`src/rtl/cpu_access_pkg.sv`:
```
// Shared types and CPU control-line encoding for the APB debug-access engine.
package cpu_access_pkg;

  typedef enum logic [2:0] {
    ST_IDLE      = 3'd0,
    ST_HALT_WAIT = 3'd1,
    ST_RUN       = 3'd2,
    ST_DONE      = 3'd3,
    ST_ERR       = 3'd4
  } state_e;

  localparam int unsigned CTRL_W = 16;

  // Control-line bit positions; all lines are active-low except RI
  localparam int unsigned AIN  = 0;
  localparam int unsigned AOUT = 1;
  localparam int unsigned BIN  = 2;
  localparam int unsigned EOUT = 3;
  localparam int unsigned SUB  = 4;
  localparam int unsigned OIN  = 5;
  localparam int unsigned MIN  = 6;
  localparam int unsigned RI   = 7;
  localparam int unsigned RO   = 8;
  localparam int unsigned IIN  = 9;
  localparam int unsigned IOUT = 10;
  localparam int unsigned CE   = 11;
  localparam int unsigned COUT = 12;
  localparam int unsigned JMP  = 13;
  localparam int unsigned HLT  = 14;
  localparam int unsigned NON  = 15;

  localparam logic [CTRL_W-1:0] CTRL_IDLE_DEF = 16'hFF7F;

  function automatic logic [CTRL_W-1:0] ctrl_bit(input int unsigned idx);
    return CTRL_W'(1) << idx;
  endfunction

  // Flipping a line away from its idle level asserts it, whatever its polarity
  function automatic logic [CTRL_W-1:0] ctrl_on(input logic [CTRL_W-1:0] mask);
    return CTRL_IDLE_DEF ^ mask;
  endfunction

endpackage

```
`src/rtl/cpu_access_seq_if.sv`:
```
// APB slave-side signal bundle for the debug-access engine.
interface cpu_access_seq_if #(
  parameter int unsigned ADDR_W = 5,
  parameter int unsigned DATA_W = 8
);
  logic              PSEL;
  logic              PENABLE;
  logic              PWRITE;
  logic [ADDR_W-1:0] PADDR;
  logic [DATA_W-1:0] PWDATA;
  logic [DATA_W-1:0] PRDATA;
  logic              PREADY;
  logic              PSLVERR;

  modport master (
    output PSEL, PENABLE, PWRITE, PADDR, PWDATA,
    input  PRDATA, PREADY, PSLVERR
  );

  modport slave (
    input  PSEL, PENABLE, PWRITE, PADDR, PWDATA,
    output PRDATA, PREADY, PSLVERR
  );
endinterface

```
`src/rtl/cpu_access_seq.sv`:
```
// APB debug-access engine: one APB transfer runs a halt handshake and a microcode
// sequence on the CPU control lines, returning a captured value on PRDATA.
module cpu_access_seq
  import cpu_access_pkg::*;
#(
  parameter int unsigned DATA_W   = 8,
  parameter int unsigned ADDR_W   = 5,
  parameter int unsigned STEP_W   = 3,
  parameter int unsigned NUM_CTRL = 16,
  parameter logic [NUM_CTRL-1:0] CTRL_IDLE = NUM_CTRL'(CTRL_IDLE_DEF),
  parameter int unsigned IMM_BASE = 8,
  parameter int unsigned TIMEOUT  = 255
) (
  input  logic                PCLK,
  input  logic                PRESET,
  cpu_access_seq_if.slave     apb,
  output logic                HALT_REQ,
  input  logic                HALTED,
  output logic [ADDR_W-1:0]   UC_ADDR,
  output logic                UC_WRITE,
  output logic [STEP_W-1:0]   UC_STEP,
  input  logic                UC_VALID,
  input  logic [NUM_CTRL-1:0] UC_CTRL,
  input  logic                UC_LAST,
  input  logic                UC_IMM,
  input  logic                UC_CAPTURE,
  input  logic                UC_SEL_OUT,
  output logic [DATA_W-1:0]   DEBUG_DATA,
  output logic [NUM_CTRL-1:0] CTRL,
  input  logic [DATA_W-1:0]   BUS,
  input  logic [DATA_W-1:0]   OUTREG
);

  localparam int unsigned TO_W = (TIMEOUT > 1) ? $clog2(TIMEOUT) : 1;
  localparam logic [TO_W-1:0]   TO_LAST  = TO_W'(TIMEOUT - 1);
  localparam logic [STEP_W-1:0] STEP_MAX = '1;

  state_e              state_q, state_d;
  logic [STEP_W-1:0]   step_q, step_d;
  logic [TO_W-1:0]     cnt_q, cnt_d;
  logic [ADDR_W-1:0]   addr_q;
  logic                write_q;
  logic [DATA_W-1:0]   wdata_q;
  logic                prev_enable_q;
  logic [DATA_W-1:0]   prdata_q;
  logic                halt_req_q, pready_q, pslverr_q;
  logic                start_c, load_c, capture_c;
  logic [ADDR_W-1:0]   imm_c;

  // A new transfer needs a fresh PENABLE rising edge so a held PENABLE never retriggers
  assign start_c = (state_q == ST_IDLE) && apb.PSEL && apb.PENABLE && !prev_enable_q;

  always_comb begin
    state_d   = state_q;
    step_d    = step_q;
    cnt_d     = cnt_q;
    load_c    = 1'b0;
    capture_c = 1'b0;
    case (state_q)
      ST_IDLE: begin
        if (start_c) begin
          load_c = 1'b1;
          step_d = '0;
          if (!UC_VALID) begin
            state_d = ST_ERR;
          end else if (HALTED) begin
            state_d = ST_RUN;
          end else begin
            state_d = ST_HALT_WAIT;
            cnt_d   = '0;
          end
        end
      end
      ST_HALT_WAIT: begin
        // HALTED arriving on the final wait cycle still wins over the timeout
        if (HALTED) begin
          state_d = ST_RUN;
        end else if (cnt_q == TO_LAST) begin
          state_d = ST_ERR;
        end else begin
          cnt_d = TO_W'(cnt_q + 1'b1);
        end
      end
      ST_RUN: begin
        capture_c = UC_CAPTURE;
        if (UC_LAST) begin
          state_d = ST_DONE;
        end else if (step_q == STEP_MAX) begin
          state_d = ST_ERR;
        end else begin
          step_d = STEP_W'(step_q + 1'b1);
        end
      end
      ST_DONE: state_d = ST_IDLE;
      ST_ERR:  state_d = ST_IDLE;
      default: state_d = ST_IDLE;
    endcase
  end

  always_ff @(posedge PCLK or posedge PRESET) begin
    if (PRESET) begin
      state_q       <= ST_IDLE;
      step_q        <= '0;
      cnt_q         <= '0;
      prev_enable_q <= 1'b0;
      addr_q        <= '0;
      write_q       <= 1'b0;
      wdata_q       <= '0;
      prdata_q      <= '0;
      halt_req_q    <= 1'b0;
      pready_q      <= 1'b0;
      pslverr_q     <= 1'b0;
    end else begin
      state_q       <= state_d;
      step_q        <= step_d;
      cnt_q         <= cnt_d;
      prev_enable_q <= apb.PENABLE;
      if (load_c) begin
        addr_q  <= apb.PADDR;
        write_q <= apb.PWRITE;
        wdata_q <= apb.PWDATA;
      end
      if (capture_c) begin
        prdata_q <= UC_SEL_OUT ? OUTREG : BUS;
      end
      halt_req_q <= (state_d inside {ST_HALT_WAIT, ST_RUN, ST_DONE});
      pready_q   <= (state_d inside {ST_DONE, ST_ERR});
      pslverr_q  <= (state_d == ST_ERR);
    end
  end

  // Table lookup follows the live APB request while idle so UC_VALID is ready at start
  assign UC_ADDR  = (state_q == ST_IDLE) ? apb.PADDR  : addr_q;
  assign UC_WRITE = (state_q == ST_IDLE) ? apb.PWRITE : write_q;
  assign UC_STEP  = step_q;

  assign imm_c      = ADDR_W'(addr_q - ADDR_W'(IMM_BASE));
  assign DEBUG_DATA = UC_IMM ? DATA_W'(imm_c) : wdata_q;
  assign CTRL       = (state_q == ST_RUN) ? UC_CTRL : CTRL_IDLE;

  assign HALT_REQ    = halt_req_q;
  assign apb.PRDATA  = prdata_q;
  assign apb.PREADY  = pready_q;
  assign apb.PSLVERR = pslverr_q;

endmodule
```
`src/flat_wrapper.sv`:
```
// flat-port wrapper written by rule: the top's interface ports become plain ports
module cpu_access_seq_flat import cpu_access_pkg::*;
#(
  parameter int unsigned DATA_W   = 8,
  parameter int unsigned ADDR_W   = 5,
  parameter int unsigned STEP_W   = 3,
  parameter int unsigned NUM_CTRL = 16,
  parameter logic [NUM_CTRL-1:0] CTRL_IDLE = NUM_CTRL'(CTRL_IDLE_DEF),
  parameter int unsigned IMM_BASE = 8,
  parameter int unsigned TIMEOUT  = 255
)
  (PCLK, PRESET, HALT_REQ, HALTED, UC_ADDR, UC_WRITE, UC_STEP, UC_VALID, UC_CTRL, UC_LAST, UC_IMM, UC_CAPTURE, UC_SEL_OUT, DEBUG_DATA, CTRL, BUS, OUTREG, apb_PSEL, apb_PENABLE, apb_PWRITE, apb_PADDR, apb_PWDATA, apb_PRDATA, apb_PREADY, apb_PSLVERR);
  cpu_access_seq_if #(.ADDR_W(ADDR_W), .DATA_W(DATA_W)) apb_i ();
  input  logic PCLK;
  input  logic PRESET;
  output logic HALT_REQ;
  input  logic HALTED;
  output logic [ADDR_W-1:0] UC_ADDR;
  output logic UC_WRITE;
  output logic [STEP_W-1:0] UC_STEP;
  input  logic UC_VALID;
  input  logic [NUM_CTRL-1:0] UC_CTRL;
  input  logic UC_LAST;
  input  logic UC_IMM;
  input  logic UC_CAPTURE;
  input  logic UC_SEL_OUT;
  output logic [DATA_W-1:0] DEBUG_DATA;
  output logic [NUM_CTRL-1:0] CTRL;
  input  logic [DATA_W-1:0] BUS;
  input  logic [DATA_W-1:0] OUTREG;
  input wire logic [$bits(apb_i.PSEL)-1:0] apb_PSEL;
  input wire logic [$bits(apb_i.PENABLE)-1:0] apb_PENABLE;
  input wire logic [$bits(apb_i.PWRITE)-1:0] apb_PWRITE;
  input wire logic [$bits(apb_i.PADDR)-1:0] apb_PADDR;
  input wire logic [$bits(apb_i.PWDATA)-1:0] apb_PWDATA;
  output wire logic [$bits(apb_i.PRDATA)-1:0] apb_PRDATA;
  output wire logic [$bits(apb_i.PREADY)-1:0] apb_PREADY;
  output wire logic [$bits(apb_i.PSLVERR)-1:0] apb_PSLVERR;
  assign apb_i.PSEL = apb_PSEL;
  assign apb_i.PENABLE = apb_PENABLE;
  assign apb_i.PWRITE = apb_PWRITE;
  assign apb_i.PADDR = apb_PADDR;
  assign apb_i.PWDATA = apb_PWDATA;
  assign apb_PRDATA = apb_i.PRDATA;
  assign apb_PREADY = apb_i.PREADY;
  assign apb_PSLVERR = apb_i.PSLVERR;
  cpu_access_seq #(.DATA_W(DATA_W), .ADDR_W(ADDR_W), .STEP_W(STEP_W), .NUM_CTRL(NUM_CTRL), .CTRL_IDLE(CTRL_IDLE), .IMM_BASE(IMM_BASE), .TIMEOUT(TIMEOUT)) u_core (.PCLK(PCLK), .PRESET(PRESET), .apb(apb_i), .HALT_REQ(HALT_REQ), .HALTED(HALTED), .UC_ADDR(UC_ADDR), .UC_WRITE(UC_WRITE), .UC_STEP(UC_STEP), .UC_VALID(UC_VALID), .UC_CTRL(UC_CTRL), .UC_LAST(UC_LAST), .UC_IMM(UC_IMM), .UC_CAPTURE(UC_CAPTURE), .UC_SEL_OUT(UC_SEL_OUT), .DEBUG_DATA(DEBUG_DATA), .CTRL(CTRL), .BUS(BUS), .OUTREG(OUTREG));
endmodule
```
`config.mk`:
```
export PLATFORM = sky130hd
export DESIGN_NAME = cpu_access_seq_flat
export DESIGN_NICKNAME = d
export VERILOG_FILES = /design/src/rtl/cpu_access_pkg.sv /design/src/rtl/cpu_access_seq_if.sv /design/src/rtl/cpu_access_seq.sv /design/src/flat_wrapper.sv
export SDC_FILE = /design/constraint.sdc
export NUM_CORES = 1
export LEC_CHECK = 0
export BUFFER_PORTS_ARGS = -buffer_cell sky130_fd_sc_hd__buf_2
export CORE_MARGIN = 2
export CORE_UTILIZATION = 47
export CTS_CLUSTER_DIAMETER = 50
export DETAILED_ROUTE_END_ITERATION = 8
export GPL_TIMING_DRIVEN = 0
export PLACE_DENSITY = 0.84
export SLEW_MARGIN = 25
export SYNTH_ARGS = -nofsm -noshare
export SYNTH_HDL_FRONTEND = slang
export SYNTH_SLANG_ARGS = --single-unit
export TNS_END_PERCENT = 30
```
`constraint.sdc`:
```
create_clock -name PCLK -period 2.5 [get_ports PCLK]
set_input_delay 0.25 -clock PCLK [delete_from_list [all_inputs] [get_ports PCLK]]
set_output_delay 0.25 -clock PCLK [all_outputs]
set_load 0.05 [all_outputs]
```
==> results.tsv <==
stage	metric	value	unit
logic_synthesis	synthTopCellsByCount	dfrtp_1 (40), nand2_1 (21), mux2_2 (20)	
floorplanning	die_area	5180	µm²
clock_tree	clock_path_buffers	2	
clock_tree	cts_tree	done	
placement	gp_congestion	0.888	
logic_synthesis	synth_nets	267	
routing	wl_per_cell	13.2	µm
layout	syn_to_final_growth	33.0	%
clock_tree	clkTransAtPathRegs	0.07	ns
logic_synthesis	yosysTopAreaCellShare	0.461	
routing	drcViolationCount	0	
logic_synthesis	ys_top_cells_by_area	dfrtp_1 (46%), mux2_2 (10%), nand2b_1 (4.9%), mux2i_1 (3.7%), nand2_1 (3.6%)	
clock_tree	cts.sinks	40	
logic_synthesis	synth_top_cell_by_area	dfrtp_1	
layout	stdcell_count	365	
placement	dp_hpwl	3670	µm
logic_synthesis	synth_area_per_cell	10.5	µm²
placement	dpl.cell_count	357	
floorplanning	pin_count	100	
setup_path	cp_max_fo	10	
floorplanning	chipHeight	72.0	µm
logic_synthesis	synth-async-reset-ratio	1.00	
run_status	outcome	finished with violations	
floorplanning	die_w	72.0	µm
grt	gr-usage-met2	0.342	
setup_path	crit_required	2.25	ns
setup_path	crit_path_start_kind	flop	
routing	ant_nets	0	
logic_synthesis	ys_types	46	
run	cap_violations	0	
grt	overflow	0	
logic_synthesis	synth_most_common_cell	dfrtp_1	
floorplanning	initial_utilization	0.492	
layout	multi_input_area	1110	µm²
timing	clock_skew	0.00342	ns
timing	hold_viol	22	
clock_tree	htreeDepth	2	
clock_tree	numCtsBuffers	5	
placement	port_buffers	97	
layout	nFillCells	363	
grt	grt_pass1_wl	7760	µm
setup_path	r2r-start	u_core.state_q[1]$_DFF_PP0_	
grt	top_usage_layer	met2	
logic_synthesis	netlist_area	2170	µm²
routing	dr.pass1.iters	4	
setup_path	r2r-end	u_core.wdata_q[5]$_DFFE_PP0P_	
logic_synthesis	yosys_most_used_dff	dfrtp_1	
placement	place_area	2750	µm²
clock_tree	cts_root_buffer	clkbuf_8	
grt	grt_max_degree	25	
power	ir_worst_vdd	0.551	mV
grt	grt_use_met1	0.216	
timing	finalSetupViolations	0	
clock_tree	cts_hold_buf	0	
run_status	violations	hold timing	
routing	dr.first_iter.drc_count	139	
logic_synthesis	synthCells	207	
grt	antenna_found_initial	0	
routing	via_count	2022	
floorplanning	rows	24	
layout	antennaDiodeCount	0	
logic_synthesis	synth-edff-count	0	
timing	max_freq	443	MHz
timing	slew_headroom	0.500	
setup_path	worstPathArrival	2.01	ns
setup_path	r2r_slack	0.28	ns
layout	seq_area	1000	µm²
timing	worst_pin_slew	0.746	ns
placement	dp_slack	0.0181	ns
power	p_leak	1.40	nW
setup_path	end_kind	output port	
routing	wirelength	4820	µm
logic_synthesis	ys_warn_count	0	
timing	hold_ws	-0.00504	ns
logic_synthesis	synth_seq_area_share	0.461	
routing	viasPerCell	5.54	
layout	stdcell_area	2890	µm²
min_path	hold_path.class	input port to asynchronous set/reset pin	
timing	slew_violations	0	
power	power_density	1280	nW/µm²
timing	tns	0	ns
timing	fin_ws	0.240	ns
grt	met3_usage	0.0444	
timing	period_share	0.904	
setup_path	ff2ff_path_depth	6	
logic_synthesis	synth-seq-cells	40	
layout	drive_above_1_share	0.466	
timing	rsz0062_at_grt	false	
grt	track_usage	0.188	
grt	grt_pass1_vias	1861	
layout	fin_nets	372	
timing	min_period	2.26	ns
clock_tree	clock_latency	0.29	ns
floorplanning	core-area	4410	µm²
setup_path	timing_worst_setup_path_type	flop to output port	
## registers in the layout, indices dropped and copies added, names as in the netlist
signal,cells
u_core.HALT_REQ,1
u_core.UC_STEP,3
u_core.addr_q,5
u_core.apb.PRDATA,8
u_core.apb.PREADY,1
u_core.apb.PSLVERR,1
u_core.cnt_q,8
u_core.prev_enable_q,1
u_core.state_q,3
u_core.wdata_q,8
u_core.write_q,1
## power by group
part           internal [mW]  total, mW  switching (mW)  leakage, nW
combinational          0.600       2.09            1.49        0.837
sequential             0.890       1.04           0.152        0.496
clock                  0.352      0.572           0.220       0.0645
total                   1.84       3.70            1.86         1.40
## metal layers
| metal | share of wire | routed length, µm | vias to the layer above |
|---|---|---|---|
| met2 | 0.49 | 2370 | 103 |
| met3 | 0.091 | 437 | 4 |
| met1 | 0.41 | 1970 | 965 |
| met4 | 0.0087 | 42 | 0 |
| li1 | - | - | 950 |
| met5 | 0 | 0 | - |
## worst max-delay path: stages (launching register included)
cell and delay [ns]:
dfrtp_1 0.36, buf_2 0.17, nor3b_4 0.41, clkbuf_1 0.35, and2_1 0.18, buf_2 0.25
## cells in the final DEF (no fill, tap or decap), types with 7 or more instances in the layout
cell and count:
nand2_1 21, mux2i_1 8, nand2b_1 17, a21oi_1 14
mux2_2 20, nor2_1 13, dfrtp_1 40, buf_2 102
clkbuf_8 7
## per-stage QoR
stage | utilization | total power [mW]
after floorplan | - | 2.67
after global placement | 0.616 | 3.08
after detailed placement | 0.623 | 3.14
after CTS | 0.652 | 3.72
after global routing | 0.654 | 3.91
final | 0.654 | 3.70
## cell families after synthesis
logic type,after synthesis,synth area share
simple gates,87,0.227
flops,40,0.461
compound gates,32,0.110
mux,28,0.141
buf+inv,15,0.0346
fa+ha+maj,4,0.0231
xor+xnor,1,0.00404
## final cells by class
cell class | instances | share of cell area
Buffer | 11 | 0.0208
Sequential cell | 40 | 0.347
Tap cell | 52 | 0.0225
Clock buffer | 7 | 0.0334
Timing Repair Buffer | 98 | 0.178
Clock inverter | 1 | 0.0104
Multi-Input combinational cell | 152 | 0.383
Inverter | 4 | 0.00520
## worst max path at each step
stage	cells past startpoint	start	slack (ns)	end
after floorplan	4	u_core.state_q[0]$_DFF_PP0_	0.40	CTRL[7]
after CTS	5	u_core.state_q[0]$_DFF_PP0_	0.08	CTRL[7]
final	5	u_core.state_q[0]$_DFF_PP0_	0.24	CTRL[7]
after global routing	5	u_core.state_q[0]$_DFF_PP0_	0.09	CTRL[7]
after detailed placement	5	u_core.state_q[0]$_DFF_PP0_	0.02	CTRL[7]
after global placement	5	u_core.state_q[0]$_DFF_PP0_	0.1	CTRL[7]
## timing repair
item | CTS | global route
gates resized for setup | 1 | 1
buffers inserted | 0 | 0
pin swaps | 0 | 0
endpoints found under the setup margin | 10 | 1
No activity file was read; power rests on OpenSTA's default activity.
